$ cat src/rtl/pid_sched_pkg.sv
// Shared widths, axis indices and FSM encoding for the PID frame scheduler.
package pid_sched_pkg;
   localparam int NUM_AXES = 3;
   localparam int DATA_W   = 32;
   localparam int DIV_W    = 4;
   localparam int TO_W     = 16;

   typedef enum logic [1:0] {
      AX_ROLL  = 2'd0,
      AX_PITCH = 2'd1,
      AX_YAW   = 2'd2
   } axis_e;

   typedef enum logic [2:0] {
      ST_IDLE   = 3'd0,
      ST_LATCH  = 3'd1,
      ST_START  = 3'd2,
      ST_WAIT   = 3'd3,
      ST_COMMIT = 3'd4,
      ST_FAULT  = 3'd5
   } sched_state_e;
endpackage

$ cat src/rtl/pid_scheduler_if.sv
// Handshake bundle between the scheduler (master) and the three PID instances (slave).
interface pid_scheduler_if;
   import pid_sched_pkg::*;

   logic [NUM_AXES-1:0]             pid_start;
   logic [NUM_AXES-1:0][DATA_W-1:0] pid_error;
   logic [NUM_AXES-1:0][DATA_W-1:0] pid_delta_t;
   logic [NUM_AXES-1:0]             pid_done;
   logic [NUM_AXES-1:0][DATA_W-1:0] pid_out;

   modport master (
      output pid_start, pid_error, pid_delta_t,
      input  pid_done, pid_out
   );

   modport slave (
      input  pid_start, pid_error, pid_delta_t,
      output pid_done, pid_out
   );
endinterface

$ cat src/rtl/sched_rate_div.sv
// Per-axis tick divider: axis is due when enabled and its count is zero.
module sched_rate_div
   import pid_sched_pkg::*;
(
   input  logic             clk,
   input  logic             nrst,
   input  logic             en,
   input  logic             adv,
   input  logic             axis_en,
   input  logic [DIV_W-1:0] rate_div,
   output logic             due
);
   logic [DIV_W-1:0] cnt_d, cnt_q;

   assign due = axis_en && (cnt_q == '0);

   // advanced once per accepted frame, after the due decision has been taken
   always_comb begin
      cnt_d = cnt_q;
      if (!axis_en)
         cnt_d = '0;
      else if (adv)
         cnt_d = (cnt_q == '0) ? rate_div : cnt_q - DIV_W'(1);
   end

   always_ff @(posedge clk) begin
      if (!nrst)
         cnt_q <= '0;
      else if (en)
         cnt_q <= cnt_d;
   end
endmodule

$ cat src/rtl/pid_scheduler.sv
// Frame scheduler: on each tick, latches error/delta_t for due axes, starts the
// PID instances, waits for completion (with optional timeout) and commits results.
module pid_scheduler
   import pid_sched_pkg::*;
(
   input  logic                             clk,
   input  logic                             nrst,
   input  logic                             en,
   input  logic                             tick,
   input  logic [NUM_AXES-1:0]              axis_en,
   input  logic [NUM_AXES-1:0][DIV_W-1:0]   rate_div,
   input  logic [TO_W-1:0]                  timeout_cyc,
   input  logic                             clr_fault,
   input  logic [NUM_AXES-1:0][DATA_W-1:0]  err_in,
   pid_scheduler_if.master                  pid,
   output logic [NUM_AXES-1:0][DATA_W-1:0]  ctrl_out,
   output logic [NUM_AXES-1:0]              ctrl_valid,
   output logic                             frame_done,
   output logic                             busy,
   output logic                             overrun,
   output logic                             timeout_fault
);
   localparam logic [2:0] S_IDLE   = ST_IDLE;
   localparam logic [2:0] S_LATCH  = ST_LATCH;
   localparam logic [2:0] S_START  = ST_START;
   localparam logic [2:0] S_WAIT   = ST_WAIT;
   localparam logic [2:0] S_COMMIT = ST_COMMIT;
   localparam logic [2:0] S_FAULT  = ST_FAULT;

   logic [2:0]                       state_d, state_q;
   logic [DATA_W-1:0]                cyc_d, cyc_q;
   logic [NUM_AXES-1:0][DATA_W-1:0]  stamp_d, stamp_q;
   logic [NUM_AXES-1:0]              started_d, started_q;
   logic [NUM_AXES-1:0]              due_d, due_q;
   logic [NUM_AXES-1:0]              done_mask_d, done_mask_q;
   logic [TO_W-1:0]                  to_cnt_d, to_cnt_q;
   logic                             wait_first_d, wait_first_q;
   logic [NUM_AXES-1:0]              pid_start_d, pid_start_q;
   logic [NUM_AXES-1:0][DATA_W-1:0]  pid_error_d, pid_error_q;
   logic [NUM_AXES-1:0][DATA_W-1:0]  pid_delta_d, pid_delta_q;
   logic [NUM_AXES-1:0][DATA_W-1:0]  ctrl_out_d, ctrl_out_q;
   logic [NUM_AXES-1:0]              ctrl_valid_d, ctrl_valid_q;
   logic                             frame_done_d, frame_done_q;
   logic                             overrun_d, overrun_q;
   logic                             timeout_fault_d, timeout_fault_q;
   logic [NUM_AXES-1:0]              due_now;

   for (genvar g = 0; g < NUM_AXES; g++) begin : g_div
      sched_rate_div u_div (
         .clk      (clk),
         .nrst     (nrst),
         .en       (en),
         .adv      (state_q == S_LATCH),
         .axis_en  (axis_en[g]),
         .rate_div (rate_div[g]),
         .due      (due_now[g])
      );
   end

   always_comb begin
      state_d         = state_q;
      cyc_d           = cyc_q + DATA_W'(1);
      stamp_d         = stamp_q;
      started_d       = started_q;
      due_d           = due_q;
      done_mask_d     = done_mask_q;
      to_cnt_d        = to_cnt_q;
      wait_first_d    = wait_first_q;
      pid_start_d     = '0;
      pid_error_d     = pid_error_q;
      pid_delta_d     = pid_delta_q;
      ctrl_out_d      = ctrl_out_q;
      ctrl_valid_d    = '0;
      frame_done_d    = 1'b0;
      overrun_d       = overrun_q & ~clr_fault;
      timeout_fault_d = timeout_fault_q & ~clr_fault;

      if (tick && state_q != S_IDLE)
         overrun_d = 1'b1;

      case (state_q)
         S_IDLE: begin
            if (tick)
               state_d = S_LATCH;
         end
         S_LATCH: begin
            due_d       = due_now;
            pid_start_d = due_now;
            // delta_t spans start-to-start; START happens at cyc_q + 1
            for (int a = 0; a < NUM_AXES; a++) begin
               if (due_now[a]) begin
                  pid_error_d[a] = err_in[a];
                  pid_delta_d[a] = started_q[a] ? (cyc_q + DATA_W'(1) - stamp_q[a]) : '0;
               end
            end
            state_d = (due_now == '0) ? S_COMMIT : S_START;
         end
         S_START: begin
            for (int a = 0; a < NUM_AXES; a++) begin
               if (due_q[a]) begin
                  stamp_d[a]   = cyc_q;
                  started_d[a] = 1'b1;
               end
            end
            to_cnt_d     = '0;
            done_mask_d  = '0;
            wait_first_d = 1'b1;
            state_d      = S_WAIT;
         end
         S_WAIT: begin
            // first WAIT cycle may still see a stale done level from the last frame
            wait_first_d = 1'b0;
            if (!wait_first_q)
               done_mask_d = done_mask_q | (pid.pid_done & due_q);
            to_cnt_d = to_cnt_q + TO_W'(1);
            if (done_mask_d == due_q)
               state_d = S_COMMIT;
            else if (timeout_cyc != '0 && to_cnt_d == timeout_cyc)
               state_d = S_FAULT;
         end
         S_COMMIT: begin
            for (int a = 0; a < NUM_AXES; a++)
               if (due_q[a])
                  ctrl_out_d[a] = pid.pid_out[a];
            ctrl_valid_d = due_q;
            frame_done_d = 1'b1;
            state_d      = S_IDLE;
         end
         S_FAULT: begin
            timeout_fault_d = 1'b1;
            state_d         = S_IDLE;
         end
         default: state_d = S_IDLE;
      endcase
   end

   always_ff @(posedge clk) begin
      if (!nrst) begin
         state_q         <= S_IDLE;
         cyc_q           <= '0;
         stamp_q         <= '0;
         started_q       <= '0;
         due_q           <= '0;
         done_mask_q     <= '0;
         to_cnt_q        <= '0;
         wait_first_q    <= 1'b0;
         pid_start_q     <= '0;
         pid_error_q     <= '0;
         pid_delta_q     <= '0;
         ctrl_out_q      <= '0;
         ctrl_valid_q    <= '0;
         frame_done_q    <= 1'b0;
         overrun_q       <= 1'b0;
         timeout_fault_q <= 1'b0;
      end else if (en) begin
         state_q         <= state_d;
         cyc_q           <= cyc_d;
         stamp_q         <= stamp_d;
         started_q       <= started_d;
         due_q           <= due_d;
         done_mask_q     <= done_mask_d;
         to_cnt_q        <= to_cnt_d;
         wait_first_q    <= wait_first_d;
         pid_start_q     <= pid_start_d;
         pid_error_q     <= pid_error_d;
         pid_delta_q     <= pid_delta_d;
         ctrl_out_q      <= ctrl_out_d;
         ctrl_valid_q    <= ctrl_valid_d;
         frame_done_q    <= frame_done_d;
         overrun_q       <= overrun_d;
         timeout_fault_q <= timeout_fault_d;
      end
   end

   assign pid.pid_start   = pid_start_q;
   assign pid.pid_error   = pid_error_q;
   assign pid.pid_delta_t = pid_delta_q;
   assign ctrl_out        = ctrl_out_q;
   assign ctrl_valid      = ctrl_valid_q;
   assign frame_done      = frame_done_q;
   assign busy            = (state_q != S_IDLE);
   assign overrun         = overrun_q;
   assign timeout_fault   = timeout_fault_q;
endmodule

$ cat src/flat_wrapper.sv
// flat-port wrapper written by rule: the top's interface ports become plain ports
module pid_scheduler_flat import pid_sched_pkg::*;
  (clk, nrst, en, tick, axis_en, rate_div, timeout_cyc, clr_fault, err_in, ctrl_out, ctrl_valid, frame_done, busy, overrun, timeout_fault, pid_pid_start, pid_pid_error, pid_pid_delta_t, pid_pid_done, pid_pid_out);
  pid_scheduler_if pid_i ();
  input  logic clk;
  input  logic nrst;
  input  logic en;
  input  logic tick;
  input  logic [NUM_AXES-1:0] axis_en;
  input  logic [NUM_AXES-1:0][DIV_W-1:0] rate_div;
  input  logic [TO_W-1:0] timeout_cyc;
  input  logic clr_fault;
  input  logic [NUM_AXES-1:0][DATA_W-1:0] err_in;
  output logic [NUM_AXES-1:0][DATA_W-1:0] ctrl_out;
  output logic [NUM_AXES-1:0] ctrl_valid;
  output logic frame_done;
  output logic busy;
  output logic overrun;
  output logic timeout_fault;
  output wire logic [$bits(pid_i.pid_start)-1:0] pid_pid_start;
  output wire logic [$bits(pid_i.pid_error)-1:0] pid_pid_error;
  output wire logic [$bits(pid_i.pid_delta_t)-1:0] pid_pid_delta_t;
  input wire logic [$bits(pid_i.pid_done)-1:0] pid_pid_done;
  input wire logic [$bits(pid_i.pid_out)-1:0] pid_pid_out;
  assign pid_pid_start = pid_i.pid_start;
  assign pid_pid_error = pid_i.pid_error;
  assign pid_pid_delta_t = pid_i.pid_delta_t;
  assign pid_i.pid_done = pid_pid_done;
  assign pid_i.pid_out = pid_pid_out;
  pid_scheduler u_core (.clk(clk), .nrst(nrst), .en(en), .tick(tick), .axis_en(axis_en), .rate_div(rate_div), .timeout_cyc(timeout_cyc), .clr_fault(clr_fault), .err_in(err_in), .pid(pid_i), .ctrl_out(ctrl_out), .ctrl_valid(ctrl_valid), .frame_done(frame_done), .busy(busy), .overrun(overrun), .timeout_fault(timeout_fault));
endmodule
$ cat config.mk
export PLATFORM = sky130hd
export DESIGN_NAME = pid_scheduler_flat
export DESIGN_NICKNAME = d
export VERILOG_FILES = /design/src/rtl/pid_sched_pkg.sv /design/src/rtl/pid_scheduler_if.sv /design/src/rtl/sched_rate_div.sv /design/src/rtl/pid_scheduler.sv /design/src/flat_wrapper.sv
export SDC_FILE = /design/constraint.sdc
export NUM_CORES = 1
export LEC_CHECK = 0
export CORE_AREA = 2 2 280 199
export DETAILED_ROUTE_END_ITERATION = 10
export DIE_AREA = 0 0 282 201
export HOLD_SLACK_MARGIN = 0.03
export PLACE_DENSITY = 0.72
export SETUP_SLACK_MARGIN = 0.02
export SLEW_MARGIN = 20
export SYNTH_ARGS = -nofsm -noshare
export SYNTH_HDL_FRONTEND = slang
export SYNTH_SLANG_ARGS = --single-unit
$ cat constraint.sdc
create_clock -name clk -period 12 [get_ports clk]
set_clock_uncertainty 0.1 [all_clocks]
set_input_delay 3.6 -clock clk [delete_from_list [all_inputs] [get_ports clk]]
set_output_delay 3.6 -clock clk [all_outputs]
set_load 0.01 [all_outputs]
==> results of run 1 <==
[final cells by class]
| type | count | area [sq um] |
|---|---|---|
| Antenna cell | 4 | 10.0 |
| Inverter | 128 | 480 |
| Timing Repair Buffer | 551 | 5470 |
| Fill cell | 5056 | 22900 |
| Clock inverter | 28 | 319 |
| Tap cell | 740 | 926 |
| Clock buffer | 62 | 1360 |
| Sequential cell | 466 | 9330 |
| Multi-Input combinational cell | 2271 | 13500 |
[through the flow]
step                      hold slack, ns  power [mW]  setup WS, ns  instance area, sq um  utilization [%]
after detailed placement           0.341        1.94          5.35                 29700             54.7
final                              0.349        3.51          6.00                 31400             57.9
after floorplan                    0.335        1.78          6.55                 24000                -
after global routing               0.374        3.63          5.81                 31400             57.8
after global placement             0.338        1.94          5.51                 29700             54.7
after CTS                          0.351        3.54          5.97                 31400             57.8
[power groups by stage]
stage	logic [mW]	registers (mW)	clock network (mW)
floorplan	0.173	1.61	0
global placement	0.337	1.60	0
detailed placement	0.336	1.60	0
CTS	0.339	1.57	1.63
global route	0.368	1.57	1.69
finish	0.342	1.57	1.60
[worst min path at each step]
stage	depth (start not counted)	startpoint	to	slack, ns
finish	2	u_core.pid.pid_delta_t[95]	u_core.pid.pid_delta_t[95]	0.35
global route	2	u_core.pid.pid_delta_t[90]	u_core.pid.pid_delta_t[90]	0.37
CTS	2	u_core.pid.pid_delta_t[30]	u_core.pid.pid_delta_t[30]	0.35
detailed placement	2	u_core.pid.pid_delta_t[11]	u_core.pid.pid_delta_t[11]	0.34
global placement	2	u_core.pid.pid_delta_t[29]	u_core.pid.pid_delta_t[29]	0.34
floorplan	2	u_core.stamp_q[79]	u_core.stamp_q[79]	0.34
[tightest hold or removal path, stage by stage (launching register included)]
cell	delay (ns)
dfxtp_1	0.31
nand2_1	0.05
o21ai_1	0.05
[logic make-up (layout without fill, tap and decap cells)]
group,after synthesis,in the layout,share of synthesized area [%]
AND/OR/NAND/NOR,1234,1234,22.6
AO/OA/AOI/OAI,773,773,22.0
flip-flops,466,466,38.9
buffers and inverters,311,769,5.03
XOR/XNOR,152,152,5.66
adder cells (fa/ha/maj),105,105,5.56
multiplexers,7,7,0.292
other,0,4,0
[routing by layer]
metal / track usage [%] / vias to the layer above / share of wire (%)
met5: 0 / - / 0.052
met1: 36.8 / 10200 / 47
li1: - / 11100 / -
met2: 38.2 / 680 / 42
met4: 7.47 / 6 / 2.5
met3: 7.50 / 122 / 8.6
[cells in the mapped netlist (all sizes together) (4+ instances only)]
cell and instances:
and2 73, xnor2 91, o21bai 9, mux2i 7, nand4 26, nor3b 13
nor4 10, nor2b 41, nor2 100, inv 128, nor3 38, nand2 814
o311ai 4, a211o 7, o22ai 6, nand2b 10, a211oi 14, and4 6
o211a 4, or3 15, nand3 49, a21oi 127, a41oi 7, o31ai 20
a2111oi 6, o21ai 140, dfxtp 466, o21a 16, o211ai 5, or2 6
a21o 49, xor2 61, a21boi 319, a41o 4, a31oi 13, clkbuf 159
buf 24, ha 101, and3 21
[registers in the layout (all words and copies together) (netlist names), 12 cells and up]
signal / count
u_core.g_div.u_div.cnt_q: 12
u_core.pid.pid_error: 96
u_core.cyc_q: 32
u_core.stamp_q: 96
u_core.ctrl_out: 96
u_core.to_cnt_q: 16
u_core.pid.pid_delta_t: 96
==> results.json, run 1 <==
{
  "max-cap-violations": 0,
  "synth_enable_flop_cells": 0,
  "grt_pass1_wl_microns": 117000,
  "vias": 22100,
  "period_minus_slack_ns": 6.00,
  "cp-start-kind": "primary input",
  "syn-num-nets": 3383,
  "first_pass_iters": 4,
  "drc": 0,
  "crit_arrival_ns": 6.43,
  "hpwl_microns": 56500,
  "worst_pin_slew_ns": 0.961,
  "swShare_pct": 24.8,
  "synth_ff_type": "dfxtp_1",
  "power.density_nw_per_um2": 112,
  "gp_congestion": 0.925,
  "core_area_sq_um": 54300,
  "synth_top_cell_area_share_pct": 38.9,
  "post-cts-setup-buffers": 0,
  "clk_latency_ns": 0.60,
  "critPathMaxStageDelay_ns": 0.48,
  "final_common_cell": "nand2_1",
  "crit_chain": "buf_2 -> buf_4 -> nand2_1 -> nor3_1 -> buf_4 -> nand2_1 -> nor2_4 -> buf_4 -> nand2_1 -> a221o_1 -> a21boi_1",
  "port_buffers": 528,
  "gr-total-overflow": 0,
  "post_layout_nonfiller_instances": 4250,
  "die-area_sq_um": 56700,
  "power.leakage_nw": 11.5,
  "worstReg2RegStart": "u_core.cyc_q[0]",
  "core.rowCount": 72,
  "required_ns": 12.43,
  "critical_path_depth": 11,
  "final_cell_mix": "812 x nand2_1, 526 x clkdlybuf4s50_1, 466 x dfxtp_1",
  "crit_family": "buffers and inverters",
  "path_buf_inv": 4,
  "clockPowerShare_pct": 45.6,
  "rsz0062_at_grt": "no",
  "finalHoldViolCount": 0,
  "period_share_pct": 50.0,
  "track_usage_pct": 26.0,
  "maxSlewViolCount": 0,
  "rrSetupSlack_ns": 6.73,
  "htreeDepth": 2,
  "slew_headroom_pct": 35.4,
  "synth_async_sr_flop_share_pct": 0,
  "pwr-share-comb_pct": 9.7,
  "synth_top_cell_by_area": "dfxtp_1",
  "placedCellCount": 4156,
  "drive_gt1_share_pct": 4.36,
  "crit_type": "in -> reg",
  "syn_to_final_growth_pct": 31.0,
  "power.switching_mw": 0.871,
  "drt_iter0_markers": 1877,
  "rr_worst_depth": 16,
  "clkTransAtPathRegs_ns": 0.06,
  "antenna_found_initial": 8,
  "clockRootBuffer": "clkbuf_16",
  "routedWlPerCell_microns": 18.0,
  "setup-violations-final": 0,
  "post_cts_resized": 0,
  "fp.dieH_microns": 201,
  "wl_microns": 76600,
  "avgSynthCellArea_sq_um": 7.87,
  "routed_via_density": 5.21,
  "crit_start": "en",
  "r2r-end": "u_core.pid.pid_delta_t[87]",
  "seqPwrFrac_pct": 44.7,
  "synth.distinct_cells": 89,
  "nNetsFinal": 3802,
  "grt_pass1_vias": 20300,
  "grt_max_degree": 187,
  "intPower_mw": 2.64,
  "synth_area_leaders": "dfxtp_1 39%, nand2_1 13%, a21boi_0 9.9%, ha_1 5.3%, xnor2_1 3.2%",
  "cts_buffers": 49,
  "cts-hold-fix-buffers": 0,
  "status": "finished, final reports clean",
  "finalSetupTns_ns": 0,
  "die-width_microns": 282,
  "ys_seq_elements": 466,
  "fmax_mhz": 167,
  "worst_path_max_delay_cell": "buf_4",
  "min_path_type": "reg -> reg",
  "ios": 529,
  "yosysWarnings": 0,
  "ant_nets": 0,
  "synthesis.area_sq_um": 24000,
  "endpoint_kind": "flip-flop",
  "initial_core_util_pct": 44.2,
  "cts.sinks": 466,
  "synth_cells": 3048,
  "path_max_fanout": 39,
  "cts_buffer_depth": 3,
  "vdd_ir_drop_max_mv": 0.101,
  "yosysSeqAreaShare_pct": 38.9,
  "cts_tree": "yes",
  "endpoint": "u_core.pid.pid_delta_t[79]"
}
Note: power is estimated with default switching activity, not from simulation.
==> run 2: changes to the inputs <==
--- a/config.mk
+++ b/config.mk
@@ -9,7 +9,7 @@
 export DETAILED_ROUTE_END_ITERATION = 10
 export DIE_AREA = 0 0 282 201
 export HOLD_SLACK_MARGIN = 0.03
-export PLACE_DENSITY = 0.72
+export PLACE_DENSITY = 0.75
 export SETUP_SLACK_MARGIN = 0.02
 export SLEW_MARGIN = 20
 export SYNTH_ARGS = -nofsm -noshare
==> constraint.sdc (replaced) <==
create_clock -name clk -period 5.2 [get_ports clk]
set_clock_uncertainty 0.1 [all_clocks]
set_input_delay 1.56 -clock clk [delete_from_list [all_inputs] [get_ports clk]]
set_output_delay 1.56 -clock clk [all_outputs]
set_load 0.01 [all_outputs]
==> results.json, run 2 (synthesis results as in run 1) <==
{
  "htreeDepth": 2,
  "wl_microns": 76600,
  "routedWlPerCell_microns": 18.0,
  "vdd_ir_drop_max_mv": 0.262,
  "fp.dieH_microns": 201,
  "nNetsFinal": 3811,
  "initial_core_util_pct": 44.2,
  "clkTransAtPathRegs_ns": 0.06,
  "rr_worst_depth": 16,
  "track_usage_pct": 26.1,
  "die-width_microns": 282,
  "pwr-share-comb_pct": 9.6,
  "crit_arrival_ns": 5.11,
  "hpwl_microns": 56900,
  "dpl-instance-area_sq_um": 29800,
  "die-area_sq_um": 56700,
  "cts_tree": "yes",
  "period_share_pct": 90.9,
  "endpoint_kind": "flip-flop",
  "clockPowerShare_pct": 45.4,
  "rsz0062_at_grt": "no",
  "gr-total-overflow": 0,
  "finalHoldViolCount": 0,
  "drc": 0,
  "min_path_type": "reg -> reg",
  "fin_area_sq_um": 31500,
  "cts_buffer_depth": 3,
  "drt_iter0_markers": 1880,
  "syn_to_final_growth_pct": 31.2,
  "grt_pass1_wl_microns": 118000,
  "port_buffers": 528,
  "vias": 22500,
  "finalSetupTns_ns": 0,
  "grt_max_degree": 140,
  "hold-worst-slack_ns": 0.350,
  "cts.sinks": 466,
  "worst_pin_slew_ns": 1.07,
  "power.switching_mw": 1.95,
  "antenna_found_initial": 5,
  "required_ns": 5.58,
  "seqPwrFrac_pct": 44.9,
  "final_util_pct": 58.0,
  "routed_via_density": 5.29,
  "core.rowCount": 72,
  "crit_type": "reg -> reg",
  "period_minus_slack_ns": 4.73,
  "fmax_mhz": 212,
  "final_common_cell": "nand2_1",
  "cts_buffers": 49,
  "grt_pass1_vias": 20600,
  "swShare_pct": 24.2,
  "setup-violations-final": 0,
  "final_cell_mix": "814 x nand2_1, 526 x clkdlybuf4s50_1, 466 x dfxtp_1",
  "clockRootBuffer": "clkbuf_16",
  "post-cts-setup-buffers": 0,
  "max-cap-violations": 0,
  "cp-start-kind": "flip-flop",
  "min_path_cells": 2,
  "power.density_nw_per_um2": 256,
  "drive_gt1_share_pct": 4.47,
  "maxSlewViolCount": 0,
  "gp_congestion": 0.957,
  "path_max_fanout": 10,
  "ant_nets": 0,
  "status": "finished, final reports clean",
  "intPower_mw": 6.11,
  "core_area_sq_um": 54300,
  "ios": 529,
  "clk_latency_ns": 0.59,
  "first_pass_iters": 7,
  "slew_headroom_pct": 28.7,
  "power.leakage_nw": 11.5
}
==> run 2: area by class of cell <==
| type | instances | area [sq um] |
|---|---|---|
| fill | 4984 | 22800 |
| multi-input combinational | 2271 | 13500 |
| sequential | 466 | 9330 |
| timing repair buffer | 560 | 5540 |
| clock buffer | 71 | 1440 |
| tap | 740 | 926 |
| inverter | 128 | 480 |
| clock inverter | 19 | 228 |
| antenna | 3 | 7.51 |
==> run 2: metrics by stage <==
stage | setup WS [ns] | total power, mW | cells
6_report | 0.472 | 8.06 | 4258
5_1_grt | 0.172 | 8.35 | 4257
4_1_cts | 0.429 | 8.14 | 4255
3_5_place_dp | 0.462 | 4.47 | 4165
3_3_place_gp | 0.577 | 4.47 | 4165
2_1_floorplan | 1.17 | 4.10 | 3048
==> run 2: repair_timing <==
item                       CTS  global route
setup endpoints to repair    0             1
hold buffers                 0             0
resized for setup            0             1
==> run 2: worst paths after layout <==
check,start,endpoint,slack [ns]
worst max-delay path,u_core.cyc_q[0],u_core.pid.pid_delta_t[91],0.47
worst min-delay path,u_core.pid.pid_delta_t[95],u_core.pid.pid_delta_t[95],0.35
worst max register to register,u_core.cyc_q[0],u_core.pid.pid_delta_t[91],0.47
worst min register to register,u_core.pid.pid_delta_t[95],u_core.pid.pid_delta_t[95],0.35
==> run 2: power by group through the flow <==
stage	combinational, mW	sequential (mW)	clock (mW)
2_1_floorplan	0.398	3.70	0
3_3_place_gp	0.765	3.70	0
3_5_place_dp	0.767	3.70	0
4_1_cts	0.773	3.62	3.74
5_1_grt	0.843	3.62	3.88
6_report	0.777	3.62	3.67
==> run 2: worst max-delay path, stage by stage (launching register included) <==
cell	delay [ns]
dfxtp_1	0.50
ha_1	0.27
and3_1	0.22
and3_1	0.27
and2_2	0.32
and3_1	0.33
nand3_1	0.12
xnor2_1	0.42
ha_1	0.34
nand3_1	0.13
nor2_1	0.14
nand2_1	0.07
o311ai_1	0.62
nand2_1	0.25
o21bai_1	0.22
xor2_1	0.09
a22o_1	0.19
==> run 2: layer usage <==
layer / global-route usage (%) / wire length, microns / vias to the layer above
met5: 0 / 13 / -
met4: 6.61 / 1770 / 2
met2: 39.3 / 33400 / 736
met1: 37.3 / 35600 / 10600
li1: - / - / 11100
met3: 6.01 / 5820 / 105
